`src/rtl/cv32e40p_alu_fault_monitor.sv`:
```
// Health monitor behind the TMR ALU voter: OK/SUSPECT/PERMANENT classification, sticky flags, irq.
// Optional per-group saturating event counters and alarm source under `CV32E40P_ALU_FAULT_CNT_EN.
module cv32e40p_alu_fault_monitor #(
    parameter int CNT_WIDTH    = 16,
    parameter int PERM_THRESH  = 4,
    parameter int ALARM_THRESH = 8
) (
    input  logic                   clk,
    input  logic                   rst_n,
    input  logic                   en_i,
    input  logic [2:0]             faulty_i,
    input  logic                   clear_i,
    input  logic                   irq_ack_i,
    output logic [1:0]             state_o,
    output logic [2:0]             sticky_o,
    output logic [3*CNT_WIDTH-1:0] fault_cnt_o,
    output logic                   perm_fault_o,
    output logic                   irq_o
);

    localparam int RUN_W = $clog2(PERM_THRESH + 1);

    typedef enum logic [1:0] {
        ST_OK      = 2'b00,
        ST_SUSPECT = 2'b01,
        ST_PERM    = 2'b10
    } state_e;

    state_e           state_q, state_d;
    logic [RUN_W-1:0] run_q, run_d;
    logic [2:0]       sticky_q;
    logic             perm_q;
    logic             irq_q;
    logic             perm_evt;
    logic             alarm_evt;
    logic             samp_fault;
    logic             samp_clean;

    assign samp_fault = en_i & (|faulty_i);
    assign samp_clean = en_i & ~(|faulty_i);

    always_ff @(posedge clk or negedge rst_n) begin
        if (!rst_n) begin
            state_q <= ST_OK;
            run_q   <= '0;
            perm_q  <= 1'b0;
        end else begin
            state_q <= state_d;
            run_q   <= run_d;
            perm_q  <= (state_d == ST_PERM);
        end
    end

    always_comb begin
        state_d  = state_q;
        run_d    = run_q;
        perm_evt = 1'b0;
        if (samp_fault) begin
            run_d = (run_q >= RUN_W'(PERM_THRESH)) ? RUN_W'(PERM_THRESH) : run_q + 1'b1;
        end else if (samp_clean) begin
            run_d = '0;
        end
        case (state_q)
            ST_OK: begin
                if (samp_fault) begin
                    state_d = ST_SUSPECT;
                    run_d   = RUN_W'(1);
                end
            end
            ST_SUSPECT: begin
                if (samp_clean) begin
                    state_d = ST_OK;
                end else if (samp_fault && (run_q >= RUN_W'(PERM_THRESH - 1))) begin
                    state_d  = ST_PERM;
                    perm_evt = 1'b1;
                end
            end
            ST_PERM: ;
            default: state_d = ST_OK;
        endcase
        // Clear wins over any fault sampled in the same cycle.
        if (clear_i) begin
            state_d  = ST_OK;
            run_d    = '0;
            perm_evt = 1'b0;
        end
    end

    always_ff @(posedge clk or negedge rst_n) begin
        if (!rst_n) begin
            sticky_q <= '0;
        end else if (clear_i) begin
            sticky_q <= '0;
        end else if (en_i) begin
            sticky_q <= sticky_q | faulty_i;
        end
    end

`ifdef CV32E40P_ALU_FAULT_CNT_EN
    logic [2:0] alarm_hit;

    for (genvar g = 0; g < 3; g++) begin : g_cnt
        logic [CNT_WIDTH-1:0] cnt_q;

        always_ff @(posedge clk or negedge rst_n) begin
            if (!rst_n) begin
                cnt_q <= '0;
            end else if (clear_i) begin
                cnt_q <= '0;
            end else if (en_i && faulty_i[g] && !(&cnt_q)) begin
                cnt_q <= cnt_q + 1'b1;
            end
        end

        // One-shot: only the exact step onto the threshold raises the alarm.
        assign alarm_hit[g] = en_i & faulty_i[g] & ~clear_i &
                              (cnt_q == CNT_WIDTH'(ALARM_THRESH - 1));
        assign fault_cnt_o[g*CNT_WIDTH +: CNT_WIDTH] = cnt_q;
    end

    assign alarm_evt = |alarm_hit;
`else
    logic unused_alarm_thresh;

    assign unused_alarm_thresh = ALARM_THRESH[0];
    assign fault_cnt_o         = '0;
    assign alarm_evt           = 1'b0;
`endif

    // A new event in the ack cycle keeps the interrupt asserted.
    always_ff @(posedge clk or negedge rst_n) begin
        if (!rst_n) begin
            irq_q <= 1'b0;
        end else if (clear_i) begin
            irq_q <= 1'b0;
        end else if (perm_evt || alarm_evt) begin
            irq_q <= 1'b1;
        end else if (irq_ack_i) begin
            irq_q <= 1'b0;
        end
    end

    assign state_o      = state_q;
    assign sticky_o     = sticky_q;
    assign perm_fault_o = perm_q;
    assign irq_o        = irq_q;

endmodule

```
`config.mk`:
```
export PLATFORM = sky130hd
export DESIGN_NAME = cv32e40p_alu_fault_monitor
export DESIGN_NICKNAME = d
export VERILOG_FILES = /design/src/rtl/cv32e40p_alu_fault_monitor.sv
export SDC_FILE = /design/constraint.sdc
export NUM_CORES = 1
export LEC_CHECK = 0
export CAP_MARGIN = 20
export CELL_PAD_IN_SITES_DETAIL_PLACEMENT = 1
export CELL_PAD_IN_SITES_GLOBAL_PLACEMENT = 2
export CORE_UTILIZATION = 16
export CTS_BUF_LIST = sky130_fd_sc_hd__clkbuf_8
export DETAILED_ROUTE_END_ITERATION = 6
export PLACE_DENSITY = 0.89
export SETUP_SLACK_MARGIN = 0.4
export SYNTH_ARGS = -nofsm -noshare
export SYNTH_HDL_FRONTEND = slang
export SYNTH_SLANG_ARGS = --single-unit
```
`constraint.sdc`:
```
create_clock -name clk -period 1.1 [get_ports clk]
set_input_delay 0.165 -clock clk [delete_from_list [all_inputs] [get_ports clk]]
set_output_delay 0.165 -clock clk [all_outputs]
set_load 0.02 [all_outputs]
```
# Word level (Yosys, flattened, before mapping)
# Index checks and enable logic that the tools add are counted.
[word_totals]
register_bits = 10
latch_bits = 0
ram_bits = 0
romBits = 0
input_bits = 8
word_cells = 40
mem_count = 0
[op_classes]
addsub = 1
n_mul = 0
div = 0
n_lt_le_gt_ge = 2
eq_ne = 3
shifts = 0
n_mux = 20
bitwise_logic = 4
reduce_logical = 5
[ops]
columns = ["cell", "count"]
rows = [
  ["$mux 3", 8],
  ["$mux 2", 4],
  ["$mux 1", 7],
  ["$pmux 2 s3", 1],
  ["$eq 2x2->1 const B", 2],
  ["$add 3x1->3 const B", 1],
  ["$ge 3x2->1 const B", 1],
  ["$ge 3x3->1 const B", 1],
  ["$or 3x3->3", 1],
  ["$reduce_bool 3->1", 1],
  ["$reduce_or 3->1", 1],
  ["$and 1x1->1", 2],
  ["$eq 2x1->1 const B", 1],
  ["$logic_not 2->1", 1],
  ["$reduce_bool 2->1", 1],
  ["$logic_and 1x1->1", 1],
  ["$not 1->1", 1],
]

# Logic depth before layout (Yosys ltp)
# Gate-level depths: netlist of the first run.
[logic_depth]
depth_word = 9
ltp_mapped = 4

# Worst setup path before layout of the first run
# No wires, ideal clock.
[synth_timing]
path_type = "flip-flop to flip-flop"
startpoint = "register run_q[0]"
endpoint = "register irq_q (netlist: irq_o)"
setup_ns = 0.122
t_arrival_ns = 1.120
required_ns = 0.978
setup_slack_ns = -0.142
path_stages_with_launch = 5
period_less_slack_ns = 1.242
path_cell_list = "dfrtp_1 ha_1 a211oi_1 nor2_1 a32o_1"
[synth_via]
elab_chain_cells = 8
word_cells_on_any_way = 9
[synth_rtl]
columns = ["element", "line", "rtl"]
rows = [
  ["from (decl)", "30", "logic [RUN_W-1:0] run_q, run_d;"],
  ["from (signal assigned)", "49", "run_q <= run_d;"],
  ["$ge 3x2->1 *", "73", "end else if (samp_fault && (run_q >= RUN_W'(PERM_THRESH - 1))) begin"],
  ["$logic_and 1x1->1 *", "73", ""],
  ["$mux 1 *", "73", ""],
  ["$mux 1 *", "71", "if (samp_clean) begin"],
  ["$mux 1 *", "63", "case (state_q)"],
  ["$mux 1 *", "82", "if (clear_i) begin"],
  ["$mux 1", "136", "end else if (perm_evt || alarm_evt) begin"],
  ["$mux 1", "134", "end else if (clear_i) begin"],
  ["to (signal assigned)", "133", "irq_q <= 1'b0;"],
  ["to (signal assigned)", "135", "irq_q <= 1'b0;"],
  ["to (signal assigned)", "137", "irq_q <= 1'b1;"],
  ["to (decl)", "33", "logic irq_q;"],
]
# Mark *: on every way between the ends. The rest lies on a longest branch, timed or not.
# A chain may end at the register's enable or synchronous reset.

# Final worst setup path of the first run
# Same ends and word-level chain as after synthesis.

==> reports/qor.yml, run 1 <==
critical_path:
  crit_required_ns: 1.22
  crit_path_start_kind: "flop"
  cp_num_buf_inv: 0
  cp_data_arrival_time_ns: 1.36
  cp_slowest_cell: "dfrtp_1"
  r2r-start: "run_q[0]$_DFF_PN0_"
  crit_path_end_kind: "flop"
  crit_fanout: 4
  crit_path_cell_trace: "ha_2 -> a211oi_2 -> nor2_2 -> a32o_1"
  startpoint: "run_q[0]$_DFF_PN0_"
  crit_type: "reg -> reg"
  cpPeakStageDelay_ns: 0.40
  critPathTopFamily: "compound AO/OA/AOI/OAI gates"
sta:
  max_freq_ghz: 0.808
  hold_viol_final: 0
  finalSetupViolations: 5
  fin_ws_ns: -0.137
  slew_violations: 0
  fin_crit_sh: 1.12
  clock_skew_ns: 0.00344
  holdWs_ns: 0.220
  rsz0062_at_grt: "true"
  min_period_ns: 1.24
global_routing:
  grt_pass1_vias: 566
  antenna_found_initial: 1
  grt_max_degree: 11
  grt_first_pass_wirelength_um: 2640
  grt_util_all_layers: 0.0666
  met3_usage: 0.0233
  grtUsageMet1: 0.0630
  met2_usage: 0.120
  grt.busiest_layer: "met2"
  overflow: 0
detailed_routing:
  vias_per_cell: 3.12
  drc_errors: 0
  vias: 599
  first_pass_iters: 2
  drt-total-wl_um: 1830
  drt-initial-drc-count: 6
  wl_per_cell_um: 9.52
  antenna_left: 0
die:
  initial_utilization: 0.170
  core_um2: 4850
  io_pins: 63
  fp.dieArea_um2: 5450
  die_y_um: 73.8
  fp.dieW_um: 73.8
  num_rows: 25
clocking:
  cts_sinks: 10
  cts_tree: "yes"
  root_buffer: "clkbuf_8"
  insertion_delay_ns: 0.24
  clockBufferDepth: 2
  path_clk_slew_ns: 0.05
  htree_levels: 1
  postCtsHoldBufs: 0
  cts_inserted_buffers: 3
run_status:
  status: "finished, violations left"
  failed_checks: "negative setup slack"
yosys:
  ys_ff_latch: 10
  synth.avg_cell_area_um2: 9.07
  netlist_area_um2: 826
  synth_seq_area_share: 0.303
  netlist_instances: 91
  yosysUniqueCellTypes: 24
  synth_warnings: 0
placement:
  place_ws_ns: -0.326
  port_buffers: 14
  gp_congestion: 0.685
  dp_hpwl_um: 1380
flow_run:
  maxCapViolCount: 0
finish:
  utilization: 0.237
  nFillCells: 569
  syn2layout_area_growth_pct: 39.1
  drive_gt1_frac: 0.395
  num-nets-final: 134
power:
  cellLeakagePower_nw: 0.559
  powerDensity_nw_per_um2: 990
  peakVddDrop_mv: 0.218
  totalPowerFinal_mw: 1.14
hold_path:
  hp-class: "in -> async"
layout make-up:
type                            count  area, um2  area share
Timing Repair Buffer               33        314       0.273
Multi-Input combinational cell     76        443       0.386
Clock inverter                      1       3.75     0.00327
Sequential cell                    10        256       0.223
Clock buffer                        3       41.3      0.0359
Tap cell                           67       83.8      0.0730
Inverter                            1       3.75     0.00327
Antenna cell                        1       2.50     0.00218
worst paths after layout:
| kind | end | cells after the start | slack [ns] |
|---|---|---|---|
| min in group clk | state_o[0]$_DFF_PN0_ | 2 | 0.39 |
| max | irq_o$_DFFE_PN0P_ | 4 | -0.14 |
| min | run_q[2]$_DFF_PN0_ | 2 | 0.22 |
| max in group asynchronous | state_o[0]$_DFF_PN0_ | 2 | 0.72 |
| max reg2reg | irq_o$_DFFE_PN0P_ | 4 | -0.14 |
| min reg2reg | irq_o$_DFFE_PN0P_ | 1 | 0.55 |
through the flow:
step | std cells | TNS, ns | area (um2)
floorplan | 138 | -0.0340 | 1030
global placement | 181 | -2.42 | 971
detailed placement | 181 | -2.51 | 971
CTS | 187 | -0.384 | 1080
global route | 192 | -0.735 | 1150
finish | 192 | -0.490 | 1150
power by group:
group	switching [mW]	total (mW)	internal (mW)	leakage [nW]
clock network	0.150	0.395	0.245	0.0269
logic	0.234	0.344	0.110	0.404
registers	0.0137	0.398	0.384	0.128
total	0.398	1.14	0.739	0.559
synth_stat cells:
cell type	count	area [um2]
nand2b_1	1	6.26
a21oi_1	5	25.0
o32ai_1	1	8.76
inv_1	1	3.75
buf_6	1	11.3
nand3_1	1	5.00
nor3b_1	1	7.51
o21ai_2	1	8.76
clkbuf_1	1	3.75
nor2_1	6	22.5
or3_4	1	11.3
a32o_1	1	10.0
buf_2	1	5.00
nand4bb_1	1	11.3
ha_1	1	12.5
nand2_1	1	3.75
nor4_1	1	6.26
buf_4	48	360
a211oi_1	2	15.0
conb_1	1	3.75
o22ai_1	1	6.26
dfrtp_1	10	250
mux2i_1	1	10.0
a31o_1	2	17.5
placed cells by master, fill, tap and decap left out, types with 2 or more instances in the layout:
cell type,count
clkdlybuf4s50_1,2
dfrtp_2,5
inv_1,2
a211oi_2,2
a31o_1,2
dfrtp_1,5
buf_4,12
dlygate4sd2_1,4
buf_6,14
conb_1,48
clkbuf_8,3
a21oi_2,4
nor2_1,5
what timing repair did:
action	in CTS	in global routing
resized for setup	58	7
setup endpoints to repair	17	17
pin swaps	6	4
hold endpoints to repair	0	0
gates cloned	0	0
buffers inserted	2	4
sequential cells by signal (all words and copies together), names as in the netlist:
signal        count
run_q             3
sticky_o          3
state_o           2
irq_o             1
perm_fault_o      1
worst reg2reg max path, delay by kind of cell, from the launching register on:
family          cells  cell delay [ns]
compound gates      2             0.42
fa+ha+maj           1             0.20
flops               1             0.40
simple gates        1             0.10
routing by layer:
metal / share of wire / up-vias
met2: 0.57 / 33
met3: 0.087 / 5
li1: - / 273
met1: 0.32 / 288
met4: 0.023 / 0
met5: 0 / -
cell families after synthesis:
logic type,share of synthesized area
buffers and inverters,0.465
AO/OA/AOI/OAI,0.111
AND/OR/NAND/NOR,0.0894
flip-flops,0.303
multiplexers,0.0121
adder cells (fa/ha/maj),0.0151
other,0.00454
Note: power is estimated with default switching activity, not from simulation.
==> run 2: changes to the inputs <==
--- a/config.mk
+++ b/config.mk
@@ -11,7 +11,7 @@
 export CORE_UTILIZATION = 16
 export CTS_BUF_LIST = sky130_fd_sc_hd__clkbuf_8
 export DETAILED_ROUTE_END_ITERATION = 6
-export PLACE_DENSITY = 0.89
+export PLACE_DENSITY_LB_ADDON = 0.1
 export SETUP_SLACK_MARGIN = 0.4
 export SYNTH_ARGS = -nofsm -noshare
 export SYNTH_HDL_FRONTEND = slang
==> run 2 against run 1 <==
Compared with the run above:
- the flow still finishes with violations (negative setup slack)
- final area fell by 0.33%
- sequential cell count did not move
- clock skew fell by 0.0018 ns
- sequential share of layout area rose by 0.073 points
- fmax rose by 2.3%
- hold slack improved by 0.0034 ns
- final cell count rose by 1.0%
- count of clock-buffer cells in the layout rose by 1
- routed wire length fell by 0.93%
- worst setup slack improved by 0.027 ns
- highest routed layer unchanged
==> reports/qor.yml, run 2 (synthesized netlist as in run 1, its figures left out) <==
run_status:
  status: "finished, violations left"
  failed_checks: "negative setup slack"
global_routing:
  grt_util_all_layers: 0.0645  # -0.00206
  overflow: 0  # unchanged
  grt_first_pass_wirelength_um: 2620  # -1.0%
  antenna_found_initial: 0  # -1
  grt_pass1_vias: 535  # -5.5%
  grt_max_degree: 11  # unchanged
sta:
  hold_viol_final: 0  # unchanged
  finalSetupViolations: 5  # unchanged
  clock_skew_ns: 0.00161  # -0.00183 ns
  setup_tns_ns: -0.350  # +0.140 ns
  fin_ws_ns: -0.110  # +0.0273 ns
  min_period_ns: 1.21  # -0.0273 ns
  rsz0062_at_grt: "true"
  slew_violations: 0  # unchanged
  max_freq_ghz: 0.827  # +2.3%
  fin_crit_sh: 1.10  # -0.0248
flow_run:
  maxCapViolCount: 0  # unchanged
clocking:
  path_clk_slew_ns: 0.05  # about the same
  insertion_delay_ns: 0.24  # about the same
  clockBufferDepth: 2  # unchanged
  postCtsHoldBufs: 0  # unchanged
  cts_sinks: 10  # unchanged
  cts_inserted_buffers: 3  # unchanged
  root_buffer: "clkbuf_8"
  htree_levels: 1  # unchanged
  cts_tree: "yes"
detailed_routing:
  vias: 589  # -1.7%
  vias_per_cell: 3.04  # -2.7%
  drt-initial-drc-count: 14  # +8
  wl_per_cell_um: 9.33  # -2.0%
  first_pass_iters: 3  # +1
  antenna_left: 0  # unchanged
  drc_errors: 0  # unchanged
  drt-total-wl_um: 1810  # -0.93%
die:
  die_y_um: 73.8  # unchanged
  io_pins: 63  # unchanged
  initial_utilization: 0.170  # unchanged
  num_rows: 25  # unchanged
  core_um2: 4850  # unchanged
  fp.dieW_um: 73.8  # unchanged
  fp.dieArea_um2: 5450  # unchanged
placement:
  gp_congestion: 0.654  # -4.5%
  placed_cells: 185  # +2.2%
  dp_hpwl_um: 1450  # +5.6%
  place_ws_ns: -0.344  # -0.0177 ns
  port_buffers: 14  # unchanged
hold_path:
  hp-class: "in -> async"
critical_path:
  crit_fanout: 4  # unchanged
  cp_data_arrival_time_ns: 1.33  # -0.03 ns
  crit_path_start_kind: "flop"
  crit_path_end_kind: "flop"
  startpoint: "run_q[0]$_DFF_PN0_"
  crit_type: "reg -> reg"
  r2r-start: "run_q[0]$_DFF_PN0_"
  r2r_cells: 4  # unchanged
  crit_required_ns: 1.23  # about the same
  worstReg2RegEnd: "irq_o$_DFFE_PN0P_"
  r2r_slack_ns: -0.11  # +0.03 ns
finish:
  num-nets-final: 137  # +2.2%
  final_common_cell: "conb_1"
  layout.cells.non_filler: 194  # +1.0%
  antenna_cells: 0  # -1
  utilization: 0.236  # -0.000774
  drive_gt1_frac: 0.394  # -0.00146
  syn2layout_area_growth_pct: 38.6
  final_cell_mix: "conb_1 (48), buf_4 (16), buf_6 (13)"
power:
  powerDensity_nw_per_um2: 1060  # +7.0%
  peakVddDrop_mv: 0.426  # +95%
  cellLeakagePower_nw: 0.577  # +3.2%
-- run 2: layout make-up --
| class | instances | area (um2) |
|---|---|---|
| timing repair buffer | 36 | 330 |
| clock buffer | 4 | 55.1 |
| fill | 578 | 3700 |
| inverter | 1 | 3.75 |
| tap | 67 | 83.8 |
| sequential | 10 | 256 |
| multi-input combinational | 76 | 415 |
-- run 2: worst max path at each step --
stage	end
2_1_floorplan	irq_o$_DFFE_PN0P_
3_3_place_gp	irq_o$_DFFE_PN0P_
3_5_place_dp	irq_o$_DFFE_PN0P_
4_1_cts	irq_o$_DFFE_PN0P_
5_1_grt	irq_o$_DFFE_PN0P_
6_report	irq_o$_DFFE_PN0P_
-- run 2: critical path, stage by stage, from the launching register on --
cell      delay (ns)
dfrtp_1         0.40
ha_2            0.19
a211oi_2        0.18
nor2_2          0.10
a32o_1          0.22
-- run 2: metal layers --
metal	vias to the layer above	routed length, um	global-route usage
met4	0	10	0.0256
li1	275	-	-
met3	2	142	0.0192
met2	30	1010	0.113
met1	282	652	0.0727
met5	-	0	0
-- run 2: through the flow --
stage | instance area (um2) | power [mW] | hold WS (ns)
CTS | 1110 | 1.22 | 0.229
global route | 1140 | 1.27 | 0.246
global placement | 1000 | 0.715 | 0.483
detailed placement | 1000 | 0.716 | 0.476
finish | 1140 | 1.21 | 0.224
floorplan | 1030 | 0.735 | -0.131
-- run 2: repair_timing --
item / 4_1_cts / 5_1_grt
pin swaps: 8 / 4
setup endpoints to repair: 17 / 17
buffers inserted: 2 / 3
gates cloned: 0 / 0
resized for setup: 54 / 4
-- run 2: power by group --
group          total (mW)  leakage, nW  switching (mW)  internal [mW]
Combinational       0.343        0.421           0.231          0.112
Sequential          0.396        0.128          0.0122          0.384
Clock               0.473       0.0288           0.157          0.316
Total                1.21        0.577           0.400          0.812
==> run 3: changes to the inputs <==
--- a/config.mk
+++ b/config.mk
@@ -5,6 +5,7 @@
 export SDC_FILE = /design/constraint.sdc
 export NUM_CORES = 1
 export LEC_CHECK = 0
+export ABC_CLOCK_PERIOD_IN_PS = 1100
 export CAP_MARGIN = 20
 export CELL_PAD_IN_SITES_DETAIL_PLACEMENT = 1
 export CELL_PAD_IN_SITES_GLOBAL_PLACEMENT = 2
@@ -13,6 +14,7 @@
 export DETAILED_ROUTE_END_ITERATION = 6
 export PLACE_DENSITY_LB_ADDON = 0.1
 export SETUP_SLACK_MARGIN = 0.4
+export SKIP_LAST_GASP = 1
 export SYNTH_ARGS = -nofsm -noshare
 export SYNTH_HDL_FRONTEND = slang
 export SYNTH_SLANG_ARGS = --single-unit
==> run 3 against run 2 <==
Compared with the run above:
- the run still ends with negative setup slack left
- final cell count unchanged
- via count unchanged
- global-route usage unchanged
- clock skew did not move
- critical endpoint unchanged
- largest power group unchanged
==> reports/qor.yml, run 3 (synthesized netlist as in run 1, its figures left out) <==
critical_path:
  crit_required_ns: 1.23  # about the same
  endpoint: "irq_o$_DFFE_PN0P_"
  worstReg2RegEnd: "irq_o$_DFFE_PN0P_"
  crit_path_start_kind: "flop"
  cp_data_arrival_time_ns: 1.33  # about the same
  crit_type: "reg -> reg"
  crit_path_end_kind: "flop"
  crit_fanout: 4  # unchanged
  r2r_cells: 4  # unchanged
  startpoint: "run_q[0]$_DFF_PN0_"
  r2r_slack_ns: -0.11  # about the same
  r2r-start: "run_q[0]$_DFF_PN0_"
sta:
  fin_crit_sh: 1.10  # unchanged
  fin_ws_ns: -0.110  # unchanged
  clock_skew_ns: 0.00161  # unchanged
  min_period_ns: 1.21  # unchanged
  slew_violations: 0  # unchanged
  rsz0062_at_grt: "true"
  finalSetupViolations: 5  # unchanged
  hold_viol_final: 0  # unchanged
  max_freq_ghz: 0.827  # unchanged
power:
  p_int_mw: 0.810  # -0.20%
  peakVddDrop_mv: 0.426  # about the same
  powerDensity_nw_per_um2: 1060  # +0.15%
  clkPwrFrac: 0.391  # about the same
  p_sw_frac: 0.331  # about the same
  pwr-share-seq: 0.327  # about the same
  cellLeakagePower_nw: 0.576  # -0.17%
  totalPowerFinal_mw: 1.21  # -0.18%
  p_comb_frac: 0.282  # about the same
  switching_power_mw: 0.400  # -0.13%
finish:
  final_cell_mix: "conb_1 (48), buf_4 (17), buf_6 (12)"
  regArea_um2: 256  # unchanged
  syn2layout_area_growth_pct: 38.2
  antenna_cells: 0  # unchanged
  multi_input_area_um2: 415  # unchanged
  drive_gt1_frac: 0.394  # unchanged
  num-nets-final: 137  # unchanged
  final_common_cell: "conb_1"
  nFillCells: 580  # +0.35%
  utilization: 0.235  # -0.000774
die:
  initial_utilization: 0.170  # unchanged
  core_um2: 4850  # unchanged
  fp.dieW_um: 73.8  # unchanged
  fp.dieArea_um2: 5450  # unchanged
  num_rows: 25  # unchanged
  io_pins: 63  # unchanged
  die_y_um: 73.8  # unchanged
clocking:
  htree_levels: 1  # unchanged
  root_buffer: "clkbuf_8"
  cts_inserted_buffers: 3  # unchanged
  clockBufferDepth: 2  # unchanged
  cts_sinks: 10  # unchanged
  cts_tree: "yes"
  postCtsHoldBufs: 0  # unchanged
  path_clk_slew_ns: 0.05  # about the same
  insertion_delay_ns: 0.24  # about the same
placement:
  gp_congestion: 0.654  # unchanged
  port_buffers: 14  # unchanged
  dp_hpwl_um: 1450  # unchanged
detailed_routing:
  first_pass_iters: 3  # unchanged
  antenna_left: 0  # unchanged
  drt-initial-drc-count: 12  # -2
  wl_per_cell_um: 9.33  # unchanged
  vias_per_cell: 3.04  # unchanged
  vias: 589  # unchanged
  drt-total-wl_um: 1810  # unchanged
  drc_errors: 0  # unchanged
global_routing:
  grt_util_all_layers: 0.0645  # unchanged
  antenna_found_initial: 0  # unchanged
  grt_max_degree: 11  # unchanged
  grt_pass1_vias: 535  # unchanged
  grt_first_pass_wirelength_um: 2620  # unchanged
  overflow: 0  # unchanged
run_status:
  status: "finished, violations left"
  failed_checks: "negative setup slack"
flow_run:
  maxCapViolCount: 0  # unchanged
hold_path:
  hp-class: "in -> async"
-- run 3: power groups by stage --
| stage | Sequential [mW] | Clock [mW] | Combinational, mW |
|---|---|---|---|
| after detailed placement | 0.400 | 0 | 0.316 |
| after floorplan | 0.416 | 0 | 0.320 |
| final | 0.396 | 0.473 | 0.341 |
| after global placement | 0.400 | 0 | 0.316 |
| after CTS | 0.396 | 0.492 | 0.324 |
| after global routing | 0.398 | 0.505 | 0.369 |
-- run 3: repair_timing --
action / in CTS / in global routing
setup endpoints to repair: 17 / 17
pin swaps: 8 / 4
endpoints found under the hold margin: 0 / 0
gates resized for setup: 48 / 9
buffers inserted: 2 / 3
-- run 3: worst min-delay path by stage --
stage / end / slack [ns] / cells after the start
3_3_place_gp: run_q[0]$_DFF_PN0_ / 0.48 / 2
6_report: state_o[0]$_DFF_PN0_ / 0.22 / 2
5_1_grt: state_o[0]$_DFF_PN0_ / 0.25 / 2
3_5_place_dp: run_q[0]$_DFF_PN0_ / 0.48 / 2
4_1_cts: run_q[0]$_DFF_PN0_ / 0.23 / 2
2_1_floorplan: irq_o$_DFFE_PN0P_ / -0.13 / 0
-- run 3: layout make-up --
cell class | count | share of cell area
flip-flops and latches | 10 | 0.225
well taps | 67 | 0.0735
multi-input cells | 76 | 0.364
clock buffers | 4 | 0.0482
inverters | 1 | 0.00329
repair buffers | 36 | 0.286
-- run 3: metrics by stage --
stage / hold WS [ns] / instance area (um2) / TNS, ns / instances / worst slack [ns]
after floorplan: -0.131 / 1030 / -0.0340 / 138 / -0.0340
after global placement: 0.483 / 1000 / -2.51 / 185 / -0.330
after detailed placement: 0.476 / 1000 / -2.54 / 185 / -0.344
after CTS: 0.229 / 1100 / -0.413 / 191 / -0.122
after global routing: 0.246 / 1140 / -0.634 / 194 / -0.147
final: 0.224 / 1140 / -0.350 / 194 / -0.110
-- run 3: routing by layer --
layer  part of all wire  GRT usage  wire [um]
met4             0.0055     0.0256         10
met5                  0          0          0
met1               0.36     0.0727        651
met2               0.56      0.113       1010
met3              0.078     0.0192        142
-- run 3: critical path: stages (launching register included) --
cell,delay (ns)
dfrtp_1,0.40
ha_2,0.19
a211oi_2,0.18
nor2_2,0.10
a32o_1,0.22
